$ cat src/rtl/traffic_light_monitor_if.sv
// Consumer-side light bus: controller code in, decoded status out.
// The master drives the code and clear, the slave is the monitor.
interface traffic_light_monitor_if #(
  parameter int CNT_W = 8
);
  logic [2:0]       light;
  logic             err_clr;
  logic             in_sync;
  logic [1:0]       phase;
  logic             err_onehot;
  logic             err_seq;
  logic             err_hold;
  logic             err_sticky;
  logic [CNT_W-1:0] cycle_cnt;

  modport master (
    output light,
    output err_clr,
    input  in_sync,
    input  phase,
    input  err_onehot,
    input  err_seq,
    input  err_hold,
    input  err_sticky,
    input  cycle_cnt
  );

  modport slave (
    input  light,
    input  err_clr,
    output in_sync,
    output phase,
    output err_onehot,
    output err_seq,
    output err_hold,
    output err_sticky,
    output cycle_cnt
  );
endinterface

$ cat src/rtl/traffic_light_monitor.sv
// Light bus checker: decodes phase, flags code/order/dwell errors.
// Dwell check built only with TRAFFIC_LIGHT_MON_HOLD_CHECK_EN defined.
module traffic_light_monitor #(
  parameter int MAX_HOLD = 8,
  parameter int CNT_W    = 8
) (
  input logic                    clk,
  input logic                    rst,
  traffic_light_monitor_if.slave bus
);

  if (MAX_HOLD < 1 || MAX_HOLD > 255) begin : g_bad_max_hold
    $error("MAX_HOLD out of range 1..255");
  end

  // Encoding doubles as the phase output code
  typedef enum logic [1:0] {
    SYNC     = 2'b00,
    T_RED    = 2'b01,
    T_YELLOW = 2'b10,
    T_GREEN  = 2'b11
  } state_e;

  state_e           state_q, state_d;
  state_e           code_st, succ_st;
  logic             onehot;
  logic [CNT_W-1:0] cnt_q, cnt_d;
  logic             eo_q, eo_d;
  logic             es_q, es_d;
  logic             eh_d;
  logic             sticky_q, sticky_d;

`ifdef TRAFFIC_LIGHT_MON_HOLD_CHECK_EN
  localparam int HW = $clog2(MAX_HOLD + 1);
  logic [HW-1:0] hold_q, hold_d;
  logic          eh_q;
`endif

  always_comb begin
    code_st = SYNC;
    onehot  = 1'b1;
    case (bus.light)
      3'b100:  code_st = T_RED;
      3'b010:  code_st = T_GREEN;
      3'b001:  code_st = T_YELLOW;
      default: onehot  = 1'b0;
    endcase
  end

  always_comb begin
    succ_st = SYNC;
    unique case (state_q)
      T_RED:    succ_st = T_YELLOW;
      T_YELLOW: succ_st = T_GREEN;
      T_GREEN:  succ_st = T_RED;
      default:  succ_st = SYNC;
    endcase
  end

  always_comb begin
    state_d = state_q;
    cnt_d   = cnt_q;
    eo_d    = 1'b0;
    es_d    = 1'b0;
    eh_d    = 1'b0;
`ifdef TRAFFIC_LIGHT_MON_HOLD_CHECK_EN
    hold_d  = hold_q;
`endif
    if (!onehot) begin
      eo_d    = 1'b1;
      state_d = SYNC;
`ifdef TRAFFIC_LIGHT_MON_HOLD_CHECK_EN
      hold_d  = '0;
`endif
    end else if (state_q == SYNC) begin
      state_d = code_st;
`ifdef TRAFFIC_LIGHT_MON_HOLD_CHECK_EN
      hold_d  = HW'(1);
`endif
    end else if (code_st == state_q) begin
`ifdef TRAFFIC_LIGHT_MON_HOLD_CHECK_EN
      if (hold_q < HW'(MAX_HOLD)) begin
        hold_d = hold_q + HW'(1);
      end else begin
        eh_d    = 1'b1;
        state_d = SYNC;
        hold_d  = '0;
      end
`endif
    end else begin
      // Illegal successors resync in place onto the new phase
      state_d = code_st;
`ifdef TRAFFIC_LIGHT_MON_HOLD_CHECK_EN
      hold_d  = HW'(1);
`endif
      if (code_st == succ_st) begin
        if (state_q == T_GREEN)
          cnt_d = cnt_q + CNT_W'(1);
      end else begin
        es_d = 1'b1;
      end
    end
  end

  // A new error outranks a simultaneous clear
  assign sticky_d = eo_d | es_d | eh_d
                  | (sticky_q & ~bus.err_clr);

  always_ff @(posedge clk or posedge rst) begin
    if (rst) begin
      state_q  <= SYNC;
      cnt_q    <= '0;
      eo_q     <= 1'b0;
      es_q     <= 1'b0;
      sticky_q <= 1'b0;
    end else begin
      state_q  <= state_d;
      cnt_q    <= cnt_d;
      eo_q     <= eo_d;
      es_q     <= es_d;
      sticky_q <= sticky_d;
    end
  end

`ifdef TRAFFIC_LIGHT_MON_HOLD_CHECK_EN
  always_ff @(posedge clk or posedge rst) begin
    if (rst) begin
      hold_q <= '0;
      eh_q   <= 1'b0;
    end else begin
      hold_q <= hold_d;
      eh_q   <= eh_d;
    end
  end

  assign bus.err_hold = eh_q;
`else
  assign bus.err_hold = 1'b0;
`endif

  assign bus.in_sync    = (state_q != SYNC);
  assign bus.phase      = state_q;
  assign bus.err_onehot = eo_q;
  assign bus.err_seq    = es_q;
  assign bus.err_sticky = sticky_q;
  assign bus.cycle_cnt  = cnt_q;

endmodule

$ cat src/flat_wrapper.sv
// flat-port wrapper written by rule: the top's interface ports become plain ports
module traffic_light_monitor_flat 
#(
  parameter int MAX_HOLD = 8,
  parameter int CNT_W    = 8
)
  (clk, rst, bus_light, bus_err_clr, bus_in_sync, bus_phase, bus_err_onehot, bus_err_seq, bus_err_hold, bus_err_sticky, bus_cycle_cnt);
  traffic_light_monitor_if #(.CNT_W(CNT_W)) bus_i ();
  input logic clk;
  input logic rst;
  input wire logic [$bits(bus_i.light)-1:0] bus_light;
  input wire logic [$bits(bus_i.err_clr)-1:0] bus_err_clr;
  output wire logic [$bits(bus_i.in_sync)-1:0] bus_in_sync;
  output wire logic [$bits(bus_i.phase)-1:0] bus_phase;
  output wire logic [$bits(bus_i.err_onehot)-1:0] bus_err_onehot;
  output wire logic [$bits(bus_i.err_seq)-1:0] bus_err_seq;
  output wire logic [$bits(bus_i.err_hold)-1:0] bus_err_hold;
  output wire logic [$bits(bus_i.err_sticky)-1:0] bus_err_sticky;
  output wire logic [$bits(bus_i.cycle_cnt)-1:0] bus_cycle_cnt;
  assign bus_i.light = bus_light;
  assign bus_i.err_clr = bus_err_clr;
  assign bus_in_sync = bus_i.in_sync;
  assign bus_phase = bus_i.phase;
  assign bus_err_onehot = bus_i.err_onehot;
  assign bus_err_seq = bus_i.err_seq;
  assign bus_err_hold = bus_i.err_hold;
  assign bus_err_sticky = bus_i.err_sticky;
  assign bus_cycle_cnt = bus_i.cycle_cnt;
  traffic_light_monitor #(.MAX_HOLD(MAX_HOLD), .CNT_W(CNT_W)) u_core (.clk(clk), .rst(rst), .bus(bus_i));
endmodule
$ cat config.mk
export PLATFORM = sky130hd
export DESIGN_NAME = traffic_light_monitor_flat
export DESIGN_NICKNAME = d
export VERILOG_FILES = /design/src/rtl/traffic_light_monitor_if.sv /design/src/rtl/traffic_light_monitor.sv /design/src/flat_wrapper.sv
export SDC_FILE = /design/constraint.sdc
export NUM_CORES = 1
export LEC_CHECK = 0
export CAP_MARGIN = 20
export CORE_MARGIN = 1.5
export CORE_UTILIZATION = 51
export DETAILED_ROUTE_END_ITERATION = 16
export PLACE_DENSITY = 0.86
export SYNTH_ARGS = -nofsm -noshare
export SYNTH_HDL_FRONTEND = slang
export SYNTH_SLANG_ARGS = --single-unit
$ cat constraint.sdc
create_clock -name clk -period 3.25 [get_ports clk]
set_input_delay 0.4875 -clock clk [delete_from_list [all_inputs] [get_ports clk]]
set_output_delay 0.4875 -clock clk [all_outputs]
set_load 0.05 [all_outputs]
; ---- Yosys cells after proc, flatten, opt, wreduce, memory -nomap -nowiden
; Index checks and enable logic that the tools add are counted.
[totals]
reg_bits = 13
inputBits = 6
out_inout_bits = 15
[op_classes]
reduce_logical = 4
n_mux = 11
n_bitwise = 6
addsub = 1
n_eq_ne = 9
[op_table]
columns = cell, n
row1 = 2-bit one-hot mux with 3 select lines, 2
row2 = "8-bit by 1-bit adder with 8-bit output, second input constant", 1
row3 = 1-bit two-way mux, 6
row4 = 2-bit two-way mux, 3
row5 = 5-bit AND reduction, 1
row6 = 2-bit equality test, 2
row7 = "2-bit equality test, second input constant", 2
row8 = "3-bit by 1-bit equality test with 1-bit output, second input constant", 1
row9 = "3-bit by 2-bit equality test with 1-bit output, second input constant", 1
row10 = "3-bit equality test, second input constant", 1
row11 = "3-bit != test, second input constant", 1
row12 = 1-bit inverter, 3
row13 = 3-bit OR reduction, 1
row14 = "2-bit by 1-bit equality test with 1-bit output, second input constant", 1
row15 = 2-bit zero test, 1
row16 = 1-bit OR, 2
row17 = 2-bit nonzero test, 1
row18 = 1-bit AND, 1

; ---- Logic depth before layout (Yosys ltp)
; Gate-level depths: netlist (run 1).
[logic_depth]
word_depth = 9
mapped_depth = 7
depth_no_buf = 7

; ---- Worst setup path before layout (run 1)
; Ideal clock, no wire load.
[synth_timing]
path_kind = reg-to-reg
startpoint = register u_core.state_q[0], in the netlist u_core.bus.phase[0]
endpoint = register u_core.cnt_q[1], in the netlist u_core.bus.cycle_cnt[1]
synth_period_minus_slack_ns = 2.370
n_path_buf = 0
required_ns = 3.125
path_stages_with_launch = 8
slack_ns = 0.880
setup_ns = 0.125
t_arrival_ns = 2.245
cell_sequence = dfrtp_1 > inv_1 > ha_1 > or3b_1 > a21oi_2 > inv_2 > nor2_4 > mux2_4
[synth_between]
elab_chain_len = 4
elab_cells_between_ends = 10
classes_between = eq/ne (5) / mux (1) / bitwise (2) / reduce/logical (2)
[synth_rtl]
columns = element, line
row1 = "start, declared", traffic_light_monitor.sv:24  ; state_e state_q, state_d;
row2 = "start signal, assigned", traffic_light_monitor.sv:117  ; state_q <= state_d;
row3 = 2-bit equality test (tied with other cells), "traffic_light_monitor.sv:52, traffic_light_monitor.sv:97"
row4 = 2-bit one-hot mux with 3 select lines, traffic_light_monitor.sv:52  ; unique case (state_q)
row5 = 2-bit equality test, traffic_light_monitor.sv:96  ; if (code_st == succ_st) begin
row6 = 5-bit AND reduction (no line) (*), --
row7 = "end signal, assigned", traffic_light_monitor.sv:118  ; cnt_q <= cnt_d;
row8 = "end, declared", traffic_light_monitor.sv:27  ; logic [CNT_W-1:0] cnt_q, cnt_d;
; Every way passes the cells marked *; elsewhere a longest branch is shown, timed or not.
; A chain may end at the register's enable or synchronous reset.

; ---- Worst setup path in the final report (run 1)
[layout_timing]
startpoint = register u_core.state_q[1], in the netlist u_core.bus.phase[1]
endpoint = output bus_in_sync
[layout_between]
elab_chain_len = 1
[layout_rtl]
columns = element, line
row1 = 2-bit nonzero test, traffic_light_monitor.sv:141  ; assign bus.in_sync = (state_q != SYNC);
row2 = "end, declared", flat_wrapper.sv:13  ; output wire logic [$bits(bus_i.in_sync)-1:0] bus_in_sync;
; No other way between the ends.

==> results.json, run 1 <==
{
  "cts_resized": 0,
  "gp_congestion": 0.7328,
  "postSynthAreaPerCell_um2": 10.67,
  "layout_commonest_cell": "clkdlybuf4s50_1",
  "setup_violations": 0,
  "critPathKind": "reg2out",
  "grt_max_degree": 14,
  "root_buffer": "clkbuf_4",
  "cap_viol_max_count": 0,
  "grt_busiest_layer": "met2",
  "required_ps": 2760,
  "hp-start": "u_core.bus.cycle_cnt[7]",
  "htreeDepth": 1,
  "via_per_inst": 5.461,
  "grt-ovfl-total": 0,
  "grt_pass1_vias": 611,
  "cp-start-kind": "flop",
  "wl_per_cell_um": 13.19,
  "via_count": 628,
  "critPathSlowestCell": "clkdlybuf4s50_1",
  "grt_usage_pct": 18.71,
  "final-instance-count-excl-fill": 115,
  "crit_buf_inv": 3,
  "powerDensity_mw_per_mm2": 374.5,
  "ant_nets": 0,
  "arrival_ps": 2000,
  "multi_input_area_um2": 460.4,
  "synthFlopType": "dfrtp_1",
  "slowest_delay_ps": 830,
  "io_pins": 21,
  "tritoncts.num_buffers": 3,
  "clk_path_buf_depth": 2,
  "path_clk_slew_ps": 80,
  "clk_latency_ps": 270,
  "p_total_w": 0.0003946,
  "skew_ps": 1.857,
  "grt_antenna_before_repair": 0,
  "synth_enable_flop_cells": 0,
  "die_h_um": 43.91,
  "reg2reg_from": "u_core.bus.phase[1]",
  "firstDrtPassIters": 2,
  "netlist_instances": 80,
  "p_int_w": 0.0002583,
  "rsz0062_at_grt": "false",
  "power_leakage_nw": 0.4930,
  "worstSetupPathDepth": 4,
  "drc_errors": 0,
  "coreArea_mm2": 0.001541,
  "dieArea_mm2": 0.001928,
  "n_fill_cell": 117,
  "dp.cells": 111,
  "cp_cell_sequence": "inv_1, ha_1, inv_1, clkdlybuf4s50_1",
  "p_seq_share_pct": 45.2,
  "met1_usage_pct": 23.95,
  "fin_nets": 110,
  "relSlewSlack_pct": 66.04,
  "synth_area_um2": 853.3,
  "clock-sinks": 13,
  "holdPathStages": 1,
  "drv_slew": 0,
  "peakVddDrop_v": 0.0003136,
  "combPwrFrac_pct": 30.4,
  "grt_first_pass_wirelength_um": 2691,
  "cts_hold_buf": 0,
  "dieWidth_um": 43.91,
  "r2r_slack_ps": 1100,
  "whs_endpoint": "u_core.bus.cycle_cnt[7]",
  "cts_setup_buffers": 0,
  "crit_path_end_kind": "output port",
  "layout_common_cells": "clkdlybuf4s50_1 (19), dfrtp_1 (13), xor2_1 (8)",
  "tritoncts": "built",
  "hold_path.class": "reg2reg",
  "fmax_mhz": 402.7,
  "ys_warn_count": 0,
  "ys_ff_latch": 13,
  "regArea_um2": 325.3,
  "swShare_pct": 34.54,
  "rows": 14,
  "crit_family": "buffers and inverters",
  "portBuffers": 19,
  "totalWireLength_um": 1517,
  "syn_nets": 90,
  "num_antenna_cells": 0,
  "drive_gt1_share_pct": 17.17,
  "synth_sequential_area_ratio_pct": 38.12,
  "synth.distinct_cells": 33,
  "drtIter0Drc": 4,
  "r2r-end": "u_core.bus.cycle_cnt[1]",
  "crit_path_frequent_cell": "inv_1",
  "initial_core_util_pct": 55.36,
  "power.switching_w": 0.0001363,
  "path_max_fanout": 8,
  "fin_crit_ps": 2484,
  "worst_pin_slew_ps": 507.7,
  "use_met3_pct": 6.667,
  "async_flop_share_pct": 100.0,
  "syn2layout_area_growth_pct": 23.46,
  "outcome": "complete, no violations",
  "pwr-share-clk_pct": 24.4,
  "dp_hpwl_um": 1176,
  "ff2ff_path_depth": 7,
  "hold_viol_final": 0,
  "finalSetupTns_ps": 0,
  "fin_crit_sh_pct": 76.42,
  "gr-usage-met2_pct": 30.59
}
==> per-stage QoR <==
stage                     cell area, um2  worst slack (ps)  hold slack [ps]  utilization, %
after global placement              1026             700.5            456.1           66.56
after floorplan                    853.3             879.7            364.5               -
after CTS                           1054             748.5            471.4           68.34
final                               1054             766.5            466.1           68.34
after detailed placement            1026             656.3            457.4           66.56
after global routing                1054             688.4            504.3           68.34
==> power by group through the flow <==
stage	Sequential (W)	Clock, W	Combinational (W)
floorplan	0.000209	0	0.0000612
global placement	0.000181	0	0.000119
detailed placement	0.000181	0	0.000120
CTS	0.000178	0.000101	0.000121
global route	0.000179	0.000105	0.000129
finish	0.000178	0.0000965	0.000120
==> layout make-up <==
cell class                 instances  share of cell area [%]
inverter                           8                   2.850
clock buffer                       3                   2.138
multi-input combinational         55                   43.71
sequential                        13                   30.88
timing repair buffer              19                   18.05
tap                               16                   1.900
clock inverter                     1                  0.4751
==> state kept, by name, indices dropped and copies added (netlist names) <==
register	count
u_core.bus.phase	2
u_core.bus.cycle_cnt	8
u_core.bus.err_sticky	1
u_core.bus.err_onehot	1
u_core.bus.err_seq	1
==> synth_stat cells (3+ instances only) <==
| library cell | instances | area share (%) |
|---|---|---|
| dfrtp_1 | 13 | 38 |
| ha_1 | 4 | 5.9 |
| inv_1 | 7 | 3.1 |
| nand2_1 | 4 | 1.8 |
| nor2_1 | 5 | 2.2 |
| nor3_2 | 4 | 4.7 |
| xnor2_1 | 3 | 3.1 |
| xor2_1 | 8 | 8.2 |
==> layer usage <==
layer | routed length (um) | up-vias
met5 | 0 | -
met4 | 0 | 0
met3 | 66 | 0
met2 | 781 | 14
met1 | 669 | 301
li1 | - | 313
==> worst max path at each step <==
| stage | start | end | slack (ps) |
|---|---|---|---|
| 2_1_floorplan | u_core.bus.phase[0] | u_core.bus.cycle_cnt[1] | 880 |
| 3_3_place_gp | bus_light[1] | u_core.bus.cycle_cnt[1] | 700 |
| 3_5_place_dp | bus_light[1] | u_core.bus.cycle_cnt[1] | 660 |
| 4_1_cts | u_core.bus.phase[1] | bus_in_sync | 750 |
| 5_1_grt | u_core.bus.phase[0] | bus_in_sync | 690 |
| 6_report | u_core.bus.phase[1] | bus_in_sync | 770 |
==> cell families after synthesis <==
family                     after synthesis  synth area share (%)
AOI/OAI and AO/OA                        9                 11.00
other                                    1                0.4395
muxes                                    1                 1.759
DFF                                     13                 38.12
buffers and inverters                   12                 7.917
xor gates and xnor gates                11                 11.29
and+or+nand+nor                         28                 22.29
adders and majority gates                5                 7.185
Power figures use the tool's default switching activity.
==> run 2: changes to the inputs <==
--- a/config.mk
+++ b/config.mk
@@ -7,9 +7,9 @@
 export LEC_CHECK = 0
 export CAP_MARGIN = 20
 export CORE_MARGIN = 1.5
-export CORE_UTILIZATION = 51
+export CORE_UTILIZATION = 43
 export DETAILED_ROUTE_END_ITERATION = 16
-export PLACE_DENSITY = 0.86
+export PLACE_DENSITY = 0.78
 export SYNTH_ARGS = -nofsm -noshare
 export SYNTH_HDL_FRONTEND = slang
 export SYNTH_SLANG_ARGS = --single-unit
==> constraint.sdc (replaced) <==
create_clock -name clk -period 2.15 [get_ports clk]
set_input_delay 0.3225 -clock clk [delete_from_list [all_inputs] [get_ports clk]]
set_output_delay 0.3225 -clock clk [all_outputs]
set_load 0.05 [all_outputs]
==> run 2 against run 1 <==
Effect of this change:
- total power is 55% higher
- count of clock-buffer cells in the layout is 1 higher
- clock skew is 0.78 ps lower
- setup slack worse by 580 ps
- combinational power is 69% higher
- wire length is 2.4% higher
- highest routed layer is now met4
==> results.json, run 2 (synthesized netlist as in run 1, its figures left out) <==
{
  "outcome": "complete, no violations",
  "hold_path.class": "in2async",
  "tritoncts.num_buffers": 3,
  "relSlewSlack_pct": 66.71,
  "clk_latency_ps": 270,
  "power_leakage_nw": 0.5373,
  "via_per_inst": 4.746,
  "fin_nets": 120,
  "ant_nets": 0,
  "multi_input_area_um2": 460.4,
  "reg2reg_from": "u_core.bus.phase[0]",
  "grt_max_degree": 14,
  "setup_slack_ps": 191.1,
  "regArea_um2": 327.8,
  "utilization_pct": 63.19,
  "layout_commonest_cell": "clkdlybuf4s50_1",
  "initial_core_util_pct": 47.36,
  "portBuffers": 19,
  "largest_reg_flops": 8,
  "fin_crit_sh_pct": 91.11,
  "required_ps": 2310,
  "critPathSlowestCell": "dfrtp_2",
  "rsz0062_at_grt": "false",
  "critPathKind": "reg2reg",
  "dieWidth_um": 47.55,
  "crit_path_frequent_cell": "inv_2",
  "worst_pin_slew_ps": 497.7,
  "grt_pass1_vias": 606,
  "path_max_fanout": 4,
  "die_h_um": 47.55,
  "cts_resized": 0,
  "cts_hold_buf": 0,
  "root_buffer": "clkbuf_4",
  "grt_usage_pct": 16.16,
  "drtIter0Drc": 0,
  "grt_antenna_before_repair": 0,
  "post-place-ws_ps": -7.516,
  "hold_viol_final": 0,
  "arrival_ps": 2120,
  "crit_family": "simple AND/OR/NAND/NOR gates",
  "skew_ps": 1.080,
  "fmax_mhz": 510.5,
  "totalWireLength_um": 1553,
  "worstSetupPathDepth": 7,
  "clk_path_buf_depth": 2,
  "via_count": 636,
  "clock-sinks": 13,
  "wl_per_cell_um": 11.59,
  "cts_setup_buffers": 0,
  "cp-start-kind": "flop",
  "dieArea_mm2": 0.002261,
  "crit_path_end_kind": "flop",
  "peakVddDrop_v": 0.0004021,
  "coreArea_mm2": 0.001802,
  "p_total_w": 0.0006133,
  "gp_congestion": 0.8424,
  "finalSetupTns_ps": 0,
  "firstDrtPassIters": 1,
  "io_pins": 21,
  "powerDensity_mw_per_mm2": 538.7,
  "syn2layout_area_growth_pct": 33.43,
  "cp_cell_sequence": "inv_2, ha_1, or3b_1, a21oi_2, inv_2, nor2_4, mux2_4",
  "ff2ff_path_depth": 7,
  "drv_slew": 0,
  "num_antenna_cells": 0,
  "path_clk_slew_ps": 70,
  "n_fill_cell": 170,
  "crit_start": "u_core.bus.phase[0]",
  "drive_gt1_share_pct": 27.52,
  "slowest_delay_ps": 410,
  "dp_hpwl_um": 1219,
  "cap_viol_max_count": 0,
  "grt_first_pass_wirelength_um": 2594,
  "grt-ovfl-total": 0,
  "setup_violations": 0,
  "htreeDepth": 1,
  "rows": 15,
  "fin_crit_ps": 1959,
  "layout_common_cells": "clkdlybuf4s50_1 (18), buf_4 (11), dfrtp_1 (11)",
  "drc_errors": 0,
  "crit_buf_inv": 2,
  "tritoncts": "built"
}
[run 2: cell count changes in the layout (fill, tap and decap cells not counted)]
cell             previous run  this run
dfrtp_2                     0         2
buf_4                       0        11
dfrtp_1                    13        11
clkdlybuf4s50_1            19        18
clkinv_2                    1         0
inv_1                       7         6
clkbuf_1                    0         1
inv_2                       1         2
[run 2: cell type report]
type | instances | share of cell area [%]
Timing Repair Buffer | 29 | 23.08
Sequential cell | 13 | 28.79
Clock buffer | 4 | 2.308
Multi-Input combinational cell | 55 | 40.44
Tap cell | 25 | 2.747
Inverter | 8 | 2.637
[run 2: stage by stage]
stage / instance area, um2 / cells / hold slack, ps
floorplan: 855.8 / 80 / 199.3
global placement: 1112 / 130 / 455.1
detailed placement: 1112 / 130 / 469.1
CTS: 1139 / 134 / 372.2
global route: 1139 / 134 / 409.9
finish: 1139 / 134 / 361.6
[run 2: per-layer routing]
| layer | vias to the layer above | GRT usage (%) | share of wire [%] |
|---|---|---|---|
| met1 | 291 | 21.31 | 51 |
| met4 | 0 | 4.865 | 1.1 |
| met3 | 4 | 4.528 | 3.9 |
| met5 | - | 0 | 0 |
| met2 | 14 | 25.95 | 44 |
| li1 | 327 | - | - |
[run 2: final timing paths]
check	end	slack (ps)
min in group clk	u_core.bus.cycle_cnt[7]	470
min reg2reg	u_core.bus.cycle_cnt[7]	470
max in group asynchronous	u_core.bus.phase[0]	1440
max reg2reg	u_core.bus.cycle_cnt[1]	190
min	u_core.bus.err_sticky	360
max	u_core.bus.cycle_cnt[1]	190
[run 2: worst reg2reg max path: cells and delay by family, from the launching register on]
kind | cells | cell delay [ps]
AOI/OAI and AO/OA | 1 | 190
buffers and inverters | 2 | 170
and+or+nand+nor | 2 | 510
DFF | 1 | 410
adders and majority gates | 1 | 260
muxes | 1 | 310
[run 2: power by group]
part           total [W]  switching [W]  leakage (nW)  internal [W]
registers       0.000264     0.00000760         0.170      0.000257
logic           0.000203       0.000123         0.352     0.0000799
clock network   0.000146      0.0000745        0.0150     0.0000719
